$ cat src/rtl/lsu_mem_port.sv
// lsu_mem_port
// Load/store unit sitting between the MEM pipeline stage and a simple
// request/acknowledge data-memory bus. It checks size/alignment of each
// request, builds byte strobes and lane-replicated store data, holds the
// pipeline while the bus transfer is in flight, and returns sign- or
// zero-extended load data.
//
// Parameters
//   ADDR_W     byte address width (data path is fixed at 32 bits)
//   BIG_ENDIAN 0 = little-endian lane mapping, 1 = big-endian lane mapping
//   TIMEOUT    WAIT cycles allowed without mem_ack before bus_err (0 = never)
//
// Ports
//   clk, rst                         clock, synchronous active-high reset
//   req_valid/we/size/signed/addr/wdata  MEM-stage request
//   stall                            hold the pipeline
//   rdata, rdata_valid               extended load data, 1-cycle completion pulse
//   adel, ades, bus_err, bad_addr    error pulses and the faulting address
//   mem_en, mem_wen, mem_addr, mem_wdata  bus request side
//   mem_rdata, mem_ack               bus response side
module lsu_mem_port #(
  parameter int ADDR_W     = 32,
  parameter bit BIG_ENDIAN = 1'b0,
  parameter int TIMEOUT    = 16
) (
  input  logic              clk,
  input  logic              rst,
  input  logic              req_valid,
  input  logic              req_we,
  input  logic [1:0]        req_size,
  input  logic              req_signed,
  input  logic [ADDR_W-1:0] req_addr,
  input  logic [31:0]       req_wdata,
  output logic              stall,
  output logic [31:0]       rdata,
  output logic              rdata_valid,
  output logic              adel,
  output logic              ades,
  output logic              bus_err,
  output logic [ADDR_W-1:0] bad_addr,
  output logic              mem_en,
  output logic [3:0]        mem_wen,
  output logic [ADDR_W-1:0] mem_addr,
  output logic [31:0]       mem_wdata,
  input  logic [31:0]       mem_rdata,
  input  logic              mem_ack
);

  localparam int CNT_W = (TIMEOUT > 1) ? $clog2(TIMEOUT) : 1;

  typedef enum logic [1:0] {
    S_IDLE = 2'd0,
    S_WAIT = 2'd1,
    S_DONE = 2'd2
  } lsuState;

  lsuState stateReg, stateNext;

  // Registered request context
  logic [ADDR_W-1:0] addrReg;
  logic [1:0]        sizeReg;
  logic              signedReg;
  logic              weReg;
  logic [3:0]        wenReg;
  logic [31:0]       wdataReg;
  logic [CNT_W-1:0]  waitCnt;

  // Registered outputs
  logic [31:0]       rdataReg;
  logic              adelReg;
  logic              adesReg;
  logic              busErrReg;
  logic [ADDR_W-1:0] badAddrReg;

  // Request decode
  logic        misaligned;
  logic        reqAccept;
  logic        reqError;
  logic [1:0]  reqLane;
  logic        reqHalfHi;
  logic [3:0]  byteWen;
  logic [3:0]  reqWen;
  logic [31:0] reqRepl;

  // Load return path
  logic [7:0]  laneByte [4];
  logic [1:0]  rdLane;
  logic        rdHalfHi;
  logic [7:0]  rdByte;
  logic [15:0] rdHalf;
  logic [31:0] loadExt;
  logic        timeoutHit;

  always_comb begin
    case (req_size)
      2'd0:    misaligned = 1'b0;
      2'd1:    misaligned = req_addr[0];
      2'd2:    misaligned = |req_addr[1:0];
      default: misaligned = 1'b1;
    endcase
  end

  assign reqAccept = (stateReg == S_IDLE) && req_valid && !misaligned;
  assign reqError  = (stateReg == S_IDLE) && req_valid &&  misaligned;

  // Big-endian mirrors the lane index: 3 - x is simply ~x on two bits.
  assign reqLane   = BIG_ENDIAN ? ~req_addr[1:0] : req_addr[1:0];
  assign reqHalfHi = BIG_ENDIAN ? ~req_addr[1]   : req_addr[1];
  assign rdLane    = BIG_ENDIAN ? ~addrReg[1:0]  : addrReg[1:0];
  assign rdHalfHi  = BIG_ENDIAN ? ~addrReg[1]    : addrReg[1];

  genvar gi;
  for (gi = 0; gi < 4; gi++) begin : g_lane
    assign byteWen[gi]  = (reqLane == 2'(gi));
    assign laneByte[gi] = mem_rdata[8*gi +: 8];
  end

  always_comb begin
    reqWen  = 4'b0000;
    reqRepl = req_wdata;
    case (req_size)
      2'd0: begin
        reqWen  = byteWen;
        reqRepl = {4{req_wdata[7:0]}};
      end
      2'd1: begin
        reqWen  = reqHalfHi ? 4'b1100 : 4'b0011;
        reqRepl = {2{req_wdata[15:0]}};
      end
      2'd2:    reqWen = 4'b1111;
      default: reqWen = 4'b0000;
    endcase
  end

  assign rdByte = laneByte[rdLane];
  assign rdHalf = rdHalfHi ? mem_rdata[31:16] : mem_rdata[15:0];

  always_comb begin
    case (sizeReg)
      2'd0:    loadExt = {{24{signedReg & rdByte[7]}}, rdByte};
      2'd1:    loadExt = {{16{signedReg & rdHalf[15]}}, rdHalf};
      default: loadExt = mem_rdata;
    endcase
  end

  // waitCnt holds the number of WAIT cycles already completed, so the
  // TIMEOUT-th WAIT cycle is the last one; an ack in that cycle still wins.
  assign timeoutHit = (TIMEOUT != 0) && (waitCnt == CNT_W'(TIMEOUT - 1));

  // State register
  always_ff @(posedge clk) begin
    if (rst) begin
      stateReg <= S_IDLE;
    end else begin
      stateReg <= stateNext;
    end
  end

  // Next-state logic
  always_comb begin
    stateNext = stateReg;
    case (stateReg)
      S_IDLE: begin
        if (reqAccept) begin
          stateNext = S_WAIT;
        end
      end
      S_WAIT: begin
        if (mem_ack) begin
          stateNext = S_DONE;
        end else if (timeoutHit) begin
          stateNext = S_IDLE;
        end
      end
      S_DONE:  stateNext = S_IDLE;
      default: stateNext = S_IDLE;
    endcase
  end

  // Output logic. Bus outputs are forced to zero outside WAIT so a stale
  // transaction never shows on the bus.
  always_comb begin
    stall       = 1'b0;
    mem_en      = 1'b0;
    mem_wen     = 4'b0000;
    mem_addr    = '0;
    mem_wdata   = 32'd0;
    rdata_valid = 1'b0;
    case (stateReg)
      S_IDLE: stall = reqAccept;
      S_WAIT: begin
        stall     = 1'b1;
        mem_en    = 1'b1;
        mem_wen   = wenReg;
        mem_addr  = {addrReg[ADDR_W-1:2], 2'b00};
        mem_wdata = wdataReg;
      end
      S_DONE:  rdata_valid = !weReg;
      default: stall = 1'b0;
    endcase
  end

  // Request context, wait counter, load data and error reporting
  always_ff @(posedge clk) begin
    if (rst) begin
      addrReg    <= '0;
      sizeReg    <= 2'd0;
      signedReg  <= 1'b0;
      weReg      <= 1'b0;
      wenReg     <= 4'b0000;
      wdataReg   <= 32'd0;
      waitCnt    <= '0;
      rdataReg   <= 32'd0;
      adelReg    <= 1'b0;
      adesReg    <= 1'b0;
      busErrReg  <= 1'b0;
      badAddrReg <= '0;
    end else begin
      adelReg   <= 1'b0;
      adesReg   <= 1'b0;
      busErrReg <= 1'b0;

      if (reqError) begin
        adelReg    <= !req_we;
        adesReg    <= req_we;
        badAddrReg <= req_addr;
      end

      if (reqAccept) begin
        addrReg   <= req_addr;
        sizeReg   <= req_size;
        signedReg <= req_signed;
        weReg     <= req_we;
        wenReg    <= req_we ? reqWen : 4'b0000;
        wdataReg  <= reqRepl;
        waitCnt   <= '0;
      end

      if (stateReg == S_WAIT) begin
        waitCnt <= waitCnt + 1'b1;
        if (mem_ack) begin
          if (!weReg) begin
            rdataReg <= loadExt;
          end
        end else if (timeoutHit) begin
          busErrReg  <= 1'b1;
          badAddrReg <= addrReg;
        end
      end
    end
  end

  assign rdata    = rdataReg;
  assign adel     = adelReg;
  assign ades     = adesReg;
  assign bus_err  = busErrReg;
  assign bad_addr = badAddrReg;

endmodule

$ cat config.mk
export PLATFORM = sky130hd
export DESIGN_NAME = lsu_mem_port
export DESIGN_NICKNAME = d
export VERILOG_FILES = /design/src/rtl/lsu_mem_port.sv
export SDC_FILE = /design/constraint.sdc
export NUM_CORES = 1
export LEC_CHECK = 0
export ABC_AREA = 1
export CELL_PAD_IN_SITES_DETAIL_PLACEMENT = 0
export CELL_PAD_IN_SITES_GLOBAL_PLACEMENT = 2
export CORE_ASPECT_RATIO = 1.1
export CORE_MARGIN = 1.5
export CORE_UTILIZATION = 24
export CTS_BUF_LIST = sky130_fd_sc_hd__clkbuf_2 sky130_fd_sc_hd__clkbuf_4 sky130_fd_sc_hd__clkbuf_8
export CTS_CLUSTER_SIZE = 20
export DETAILED_ROUTE_END_ITERATION = 12
export HOLD_SLACK_MARGIN = 0.03
export PLACE_DENSITY_LB_ADDON = 0.1
export SLEW_MARGIN = 20
export SYNTH_ARGS = -nofsm -noshare
export SYNTH_HDL_FRONTEND = slang
export SYNTH_SLANG_ARGS = --single-unit
$ cat constraint.sdc
create_clock -name clk -period 2 [get_ports clk]
set_clock_uncertainty 0.15 [all_clocks]
set_input_delay 0.4 -clock clk [delete_from_list [all_inputs] [get_ports clk]]
set_output_delay 0.4 -clock clk [all_outputs]
set_load 0.02 [all_outputs]
Word-level counts from Yosys, hierarchy flattened
Index checks and enable logic that the tools add are counted.
Storage, ports and cells
  bits of input ports: 104
  output and inout port bits: 138
  logic and storage cells: 75
  bits in registers: 145
Cells by class
  equal/unequal tests: 11
  add/subtract/negate cells: 1
  reduce and logical (&&, ||, !) cells: 16
  bitwise logic cells: 6
  order comparisons: 1
  multiplexer cells: 27
Operators with widths (number)
  $mux W32: 6
  $pmux W32 S2: 2
  $mux W4: 5
  $bmux W8 S2: 1
  $mux W16: 1
  $mux W8: 2
  $pmux W4 S3: 1
  $eq A2 B1 Y1 const B: 4
  $eq A2 B2 Y1 const B: 4
  $logic_not A2 Y1: 4
  $mux W2: 3
  $add A4 B1 Y4 const B: 1
  $eq A4 B4 Y1 const B: 1
  $pmux W2 S2: 1
  $reduce_or A2 Y1: 2
  $ge A3 B3 Y1 const B: 1
  $logic_and A1 B1 Y1: 3
  $logic_not A1 Y1: 3
  $mux W1: 3
  $ne A3 B3 Y1 const B: 1
  $not A1 Y1: 3
  $not A2 Y3: 1
  $pmux W1 S3: 1
  $reduce_and A3 Y1: 1
  6 further kinds: 7

Longest topological paths before layout
Gate-level depths: netlist (run 1).
  depth in word-level cells: 7
  depth in mapped cells: 11
  mapped depth without buffers: 9

Least setup slack after synthesis (run 1)
Ideal clock, no wire load.
  path type: reg-to-output
  start point: reg stateReg[1]
  end point: out stall
  data arrival time: 1087 ps
  path slack: 363 ps
  data required time: 1450 ps
  path buffers: 2
  stages on the path, launching flop included: 6
  cells stage by stage: dfxtp_1 -> inv_1 -> nand2_1 -> buf_2 -> buf_1 -> nand2_1
Between the ends
  cells in the longest elaborated chain, start to end: 4
  elaborated cells between the ends (all ways): 5
  classes of those cells: eq/ne (1); mux (1); reduce/logical (3)
RTL lines
  start, declared: RTL line 57  | lsuState stateReg, stateNext;
  start signal, assigned: RTL line 155  | stateReg <= stateNext;
  $logic_not A2 Y1: RTL line 103, 189
  $logic_and A1 B1 Y1 (2 in series): RTL line 103  | assign reqAccept = (stateReg == S_IDLE) && req_valid && !misaligned;
  $pmux W1 S2 *: RTL line 189  | case (stateReg)
  end, declared: RTL line 34  | output logic stall,
Every way passes the cells marked *; elsewhere a longest branch is shown, timed or not.

Final worst setup path (run 1)
  start point: in req_addr[0]
  end point: out stall
Between the ends
  cells in the longest elaborated chain, start to end: 5
RTL lines
  start, declared: RTL line 32  | input logic [ADDR_W-1:0] req_addr,
  $reduce_or A2 Y1: RTL line 98  | 2'd2: misaligned = |req_addr[1:0];
  $pmux W1 S3 *: RTL line 95  | case (req_size)
  $logic_not A1 Y1 *: RTL line 103
  $logic_and A1 B1 Y1 *: RTL line 103
  $pmux W1 S2 *: RTL line 189
Marked as above.

==> results of run 1 <==
cell usage after synthesis, types with 2 or more instances:
library cell and n:
a21oi_1 119, buf_1 6, buf_2 20, buf_4 4, buf_6 2, clkbuf_1 39, clkbuf_2 4, clkinv_1 2
dfxtp_1 145, inv_1 127, inv_2 3, nand2_1 215, nand3_1 51, nand4_1 15, nor2_1 190, nor2_4 2
nor3_1 2, o21ai_0 128, o21ai_1 2
layout by cell type, fill, tap and decap left out, drive strengths merged:
master         instances
bufinv                 4
bufbuf                 1
nand4                 15
ha                     1
clkbuf                20
nor3b                  1
dfxtp                145
o211ai                 1
or2                    1
a21oi                119
dlymetal6s2s          32
nor3                   2
dlygate4sd2           26
inv                  132
buf                  136
o21ai                132
clkdlybuf4s50        112
nand2                217
nand3                 52
clkinvlp               2
nor2                 193
conb                   2
clkinv                 6
per-stage QoR:
stage	worst slack [ns]	power (W)	hold WS [ns]
final	-0.0506	0.00747	0.311
after detailed placement	-0.255	0.00480	0.306
after global routing	-0.117	0.00790	0.336
after floorplan	0.363	0.00400	0.294
after global placement	-0.228	0.00480	0.304
after CTS	-0.110	0.00761	0.316
worst max-delay path: cells and delay by family:
kind / cells / cell delay [ns]
buffers and inverters: 2 / 0.59
AND/OR/NAND/NOR: 1 / 0.09
AO/OA/AOI/OAI: 2 / 0.41
worst max path at each step:
stage | cells past startpoint | slack, ns | from | to
5_1_grt | 5 | -0.12 | stateReg[0] | mem_wen[3]
3_3_place_gp | 7 | -0.23 | req_addr[0] | addrReg[17]
6_report | 5 | -0.05 | req_addr[0] | stall
2_1_floorplan | 5 | 0.36 | stateReg[1] | stall
3_5_place_dp | 7 | -0.25 | req_size[1] | wdataReg[28]
4_1_cts | 5 | -0.11 | stateReg[1] | mem_wdata[0]
state kept, by name (all words and copies together) (netlist names):
signal,cells
signedReg,1
rdata,32
waitCnt,4
weReg,1
addrReg,32
adel,1
stateReg,2
wenReg,4
bad_addr,32
bus_err,1
ades,1
sizeReg,2
wdataReg,32
what timing repair did:
action	CTS	global route
pin swaps	3	2
setup buffers	5	0
gates resized for setup	436	55
cloned	6	0
endpoints found under the hold margin	0	0
endpoints found under the setup margin	113	118
hold buffers	0	0
routing by layer:
layer,global-route usage (%),part of all wire [%]
met5,0,0.049
met2,29.4,48
met4,3.71,0.50
met3,4.05,4.9
met1,23.1,47
area by class of cell:
type / instances / area share [%]
clock buffers: 20 / 2.39
clock inverters: 12 / 1.64
inverters: 132 / 4.63
multi-input cells: 736 / 31.7
flip-flops and latches: 145 / 26.4
well taps: 368 / 4.19
repair buffers: 307 / 29.0
cells by family after synthesis:
logic type	after synthesis	share of synthesized area [%]
compound gates	252	18.4
fa+ha+maj	1	0.179
buf+inv	207	12.0
flops	145	41.6
other cells	1	0.0537
simple gates	480	27.8
power by group through the flow:
stage                     Clock, W  Combinational (W)  Sequential (W)
final                      0.00266            0.00162         0.00319
after global routing       0.00289            0.00180         0.00321
after CTS                  0.00278            0.00165         0.00319
after detailed placement         0            0.00154         0.00325
after global placement           0            0.00154         0.00325
after floorplan                  0           0.000695         0.00330
==> reports/metrics.csv, run 1 <==
stage,metric,value,unit
placed_design,place_hpwl,18300,µm
synth,netlist_top_cells_area,"dfxtp_1 (42%), nand2_1 (12%), nor2_1 (10%), o21ai_0 (9.2%), a21oi_1 (8.5%)",
placed_design,dp_cells,1677,
layout,diodes,0,
detailed_routing,first_pass_iters,5,
run_status,status,finished with violations,
synth,yosysSeqAreaShare,41.6,%
synth,synth_top_area_share,41.6,%
synth,syn_inst,1086,
sta,setup_violations,2,
floorplanning,core_area,28600,µm²
clocking,path_clk_slew,0.08,ns
placed_design,place_area,10100,µm²
sta,layout_setup_ws,-0.0506,ns
placed_design,place.gp.congestion,0.737,
clocking,tritoncts,yes,
detailed_routing,ant_nets,0,
global_route,antenna_found_initial,1,
global_route,grt_max_degree,44,
critical_path,max_stage_delay,0.47,ns
critical_path,crit_path_end_kind,output port,
hold_path,hp-class,register to register,
synth,synth_edf_count,0,
placed_design,numPortBuffers,239,
layout,multiInputGateArea,3480,µm²
critical_path,start_kind,primary input,
critical_path,r2r_start,stateReg[1],
critical_path,worstPathRequired,1.45,ns
floorplanning,rows,65,
pwr,p_leak,5.32,nW
pwr,p_int,0.00522,W
synth,synth_async_sr_flop_share,0,%
clocking,htreeDepth,4,
detailed_routing,routed_via_density,4.38,
critical_path,setup.worst_path.class,primary input to output port,
synth,yosys_warnings,0,
critical_path,cp_max_fo,3,
critical_path,arrival,1.50,ns
detailed_routing,vias,7541,
clocking,clkLatencyLatePin,0.43,ns
sta,max_slew_margin,43.3,%
global_route,grt_overflow,0,
pwr,p_sw_share,30.0,%
clocking,cts-root-buf,clkbuf_8,
critical_path,crit-reg2reg-capture,rdata[4],
clocking,clock_path_buffers,2,
pwr,power_frac_seq,42.7,%
sta,tns,-0.0850,ns
critical_path,rrSetupSlack,0.03,ns
pwr,pwr-share-comb,21.7,%
floorplanning,start_util,24.4,%
detailed_routing,wl,26600,µm
sta,hold_viol_final,0,
hold_path,whs_endpoint,bad_addr[0],
sta,worstMarginPinSlew,0.851,ns
sta,rsz0062_at_grt,yes,
floorplanning,die-area,30100,µm²
critical_path,crit_chain,"clkdlybuf4s50_1, o21ai_2, o211ai_4, nand2_2, buf_6",
global_route,grt_pass1_wl,42000,µm
synth,synth_top_area_cell,dfxtp_1,
critical_path,cp_slowest_cell,clkdlybuf4s50_1,
layout,final_area,11000,µm²
synth,synthFlopType,dfxtp_1,
synth,yosys_register_bits,145,
layout,final-seq-area,2910,µm²
synth,synthesis.area,6980,µm²
sta,report.final.slew_viol_count,0,
layout,syn_to_final_growth,57.4,%
sta,period_needed,2.05,ns
critical_path,reg2reg_depth,13,
global_route,grtUsageTotal,17.6,%
layout,drive_gt1_share,18.0,%
clocking,cts_buffers,17,
layout,fin_cells,1720,
detailed_routing,routedWlPerCell,15.5,µm
hold_path,min-delay-start,bad_addr[0],
job,maxCapViolations,0,
pwr,clockPowerShare,35.6,%
pwr,power.density,679,nW/µm²
pwr,switchingPower,0.00224,W
layout,post-route-util,38.4,%
sta,finalCritPeriodShare,103,%
layout,n_fill_cell,3138,
floorplanning,fp.dieH,182,µm
synth,synth_cell_types,29,
synth,syn_avg_cell_area,6.43,µm²
hold_path,min_path_cells,2,
run_status,violations,setup timing,
global_route,grt_pass1_vias,7335,
pwr,ir_drop,0.290,mV
detailed_routing,drt-initial-drc-count,346,
layout,final_nets,1444,
floorplanning,io_pins,242,
sta,fmax,488,MHz
detailed_routing,route.detailed.drc,0,
floorplanning,chipWidth,166,µm
clocking,cts.sinks,145,
No activity file was read; power rests on OpenSTA's default activity.
==> run 2, diff against run 1 <==
--- a/config.mk
+++ b/config.mk
@@ -16,6 +16,7 @@
 export DETAILED_ROUTE_END_ITERATION = 12
 export HOLD_SLACK_MARGIN = 0.03
 export PLACE_DENSITY_LB_ADDON = 0.1
+export SKIP_CTS_REPAIR_TIMING = 1
 export SLEW_MARGIN = 20
 export SYNTH_ARGS = -nofsm -noshare
 export SYNTH_HDL_FRONTEND = slang
==> run 2 against run 1 <==
The run still ends with setup timing left. Global-route usage shrank 0.53 points. Register-to-register slack gained 0.07 ns. Clock-buffer cell count is the same. Clock power is essentially flat.
==> reports/metrics.csv, run 2 (synthesized netlist as in run 1, its figures left out) <==
stage,metric,value,unit
floorplanning,rows,65,
clocking,tritoncts,yes,
global_route,grt_max_degree,44,
hold_path,hp-class,register to register,
floorplanning,start_util,24.4,%
critical_path,crit_path_end_kind,output port,
sta,report.final.slew_viol_count,0,
detailed_routing,drt-initial-drc-count,418,
placed_design,place.gp.congestion,0.737,
pwr,ir_drop,0.289,mV
detailed_routing,routed_via_density,4.36,
critical_path,start_kind,register,
critical_path,cp_max_fo,7,
clocking,path_clk_slew,0.08,ns
sta,layout_setup_ws,-0.0262,ns
floorplanning,io_pins,242,
sta,hold_slack,0.312,ns
layout,final_nets,1442,
global_route,grt_pass1_vias,7227,
critical_path,arrival,1.48,ns
clocking,htreeDepth,4,
sta,tns,-0.0390,ns
critical_path,setup.worst_path.class,register to output port,
detailed_routing,route.detailed.drc,0,
layout,post-route-util,38.5,%
global_route,antenna_found_initial,1,
layout,multiInputGateArea,3480,µm²
sta,max_slew_margin,46.1,%
layout,diodes,0,
clocking,cts.sinks,145,
global_route,grt_overflow,0,
sta,period_needed,2.03,ns
sta,setup_violations,2,
pwr,power.density,675,nW/µm²
detailed_routing,ant_nets,0,
detailed_routing,wl,26400,µm
global_route,grt_pass1_wl,40900,µm
detailed_routing,vias,7498,
sta,worstMarginPinSlew,0.808,ns
global_route,grtUsageTotal,17.1,%
sta,rsz0062_at_grt,yes,
layout,n_fill_cell,3138,
run_status,status,finished with violations,
floorplanning,core_area,28600,µm²
layout,final-seq-area,2910,µm²
clocking,cts_buffers,17,
run_status,violations,setup timing,
sta,fmax,494,MHz
clocking,clkLatencyLatePin,0.43,ns
floorplanning,die-area,30100,µm²
clocking,cts-root-buf,clkbuf_8,
job,maxCapViolations,0,
layout,layout_commonest_cell,nand2_1,
placed_design,numPortBuffers,239,
detailed_routing,routedWlPerCell,15.4,µm
floorplanning,chipWidth,166,µm
detailed_routing,first_pass_iters,5,
critical_path,worstPathRequired,1.45,ns
clocking,clock_path_buffers,2,
layout,drive_gt1_share,17.3,%
placed_design,place_hpwl,18300,µm
sta,hold_viol_final,0,
layout,syn_to_final_growth,57.6,%
pwr,p_leak,5.64,nW
floorplanning,fp.dieH,182,µm
sta,finalCritPeriodShare,101,%
layout,final_cell_mix,"nand2_1 (211), nor2_1 (147), dfxtp_1 (143), o21ai_0 (128), inv_1 (126)",
[run 2: where the power goes]
part	internal, W	switching (W)	leakage [nW]
Clock	0.00143	0.00123	0.221
Sequential	0.00307	0.000108	1.19
Combinational	0.000705	0.000893	4.23
Total	0.00521	0.00223	5.64
[run 2: path summary, 6_finish.rpt]
check / slack [ns] / to / cells after the start / startpoint
max reg2reg: 0.10 / rdata[12] / 12 / stateReg[1]
max: -0.03 / mem_wen[3] / 6 / stateReg[1]
min: 0.31 / bad_addr[0] / 2 / bad_addr[0]
min reg2reg: 0.31 / bad_addr[0] / 2 / bad_addr[0]
[run 2: metal layers]
layer  GRT usage, %  wire length (µm)  up-vias
met3           4.27              1300        9
met5              0                13        -
met4           3.71               133        2
met2           28.1             12700      165
met1           22.5             12300     3394
li1               -                 -     3928
[run 2: critical path, stage by stage (launching register included)]
cell and delay (ns):
dfxtp_4 0.36, inv_4 0.08, nand2_8 0.11, buf_12 0.17
buf_8 0.12, nor2_4 0.07, buf_6 0.13
[run 2: final cells by class]
cell class / count / share of cell area, %
clock inverter: 12 / 1.64
timing repair buffer: 306 / 29.1
clock buffer: 20 / 2.39
sequential: 145 / 26.4
multi-input combinational: 735 / 31.6
tap: 368 / 4.18
inverter: 132 / 4.60
[run 2: stage by stage]
step	std cells	cell area, µm²	worst slack, ns	power [W]
after floorplan	1087	6990	0.363	0.00400
after global placement	1677	10100	-0.228	0.00480
after detailed placement	1677	10100	-0.255	0.00480
after CTS	1709	10500	-0.613	0.00752
after global routing	1718	11000	-0.0995	0.00787
final	1718	11000	-0.0262	0.00743
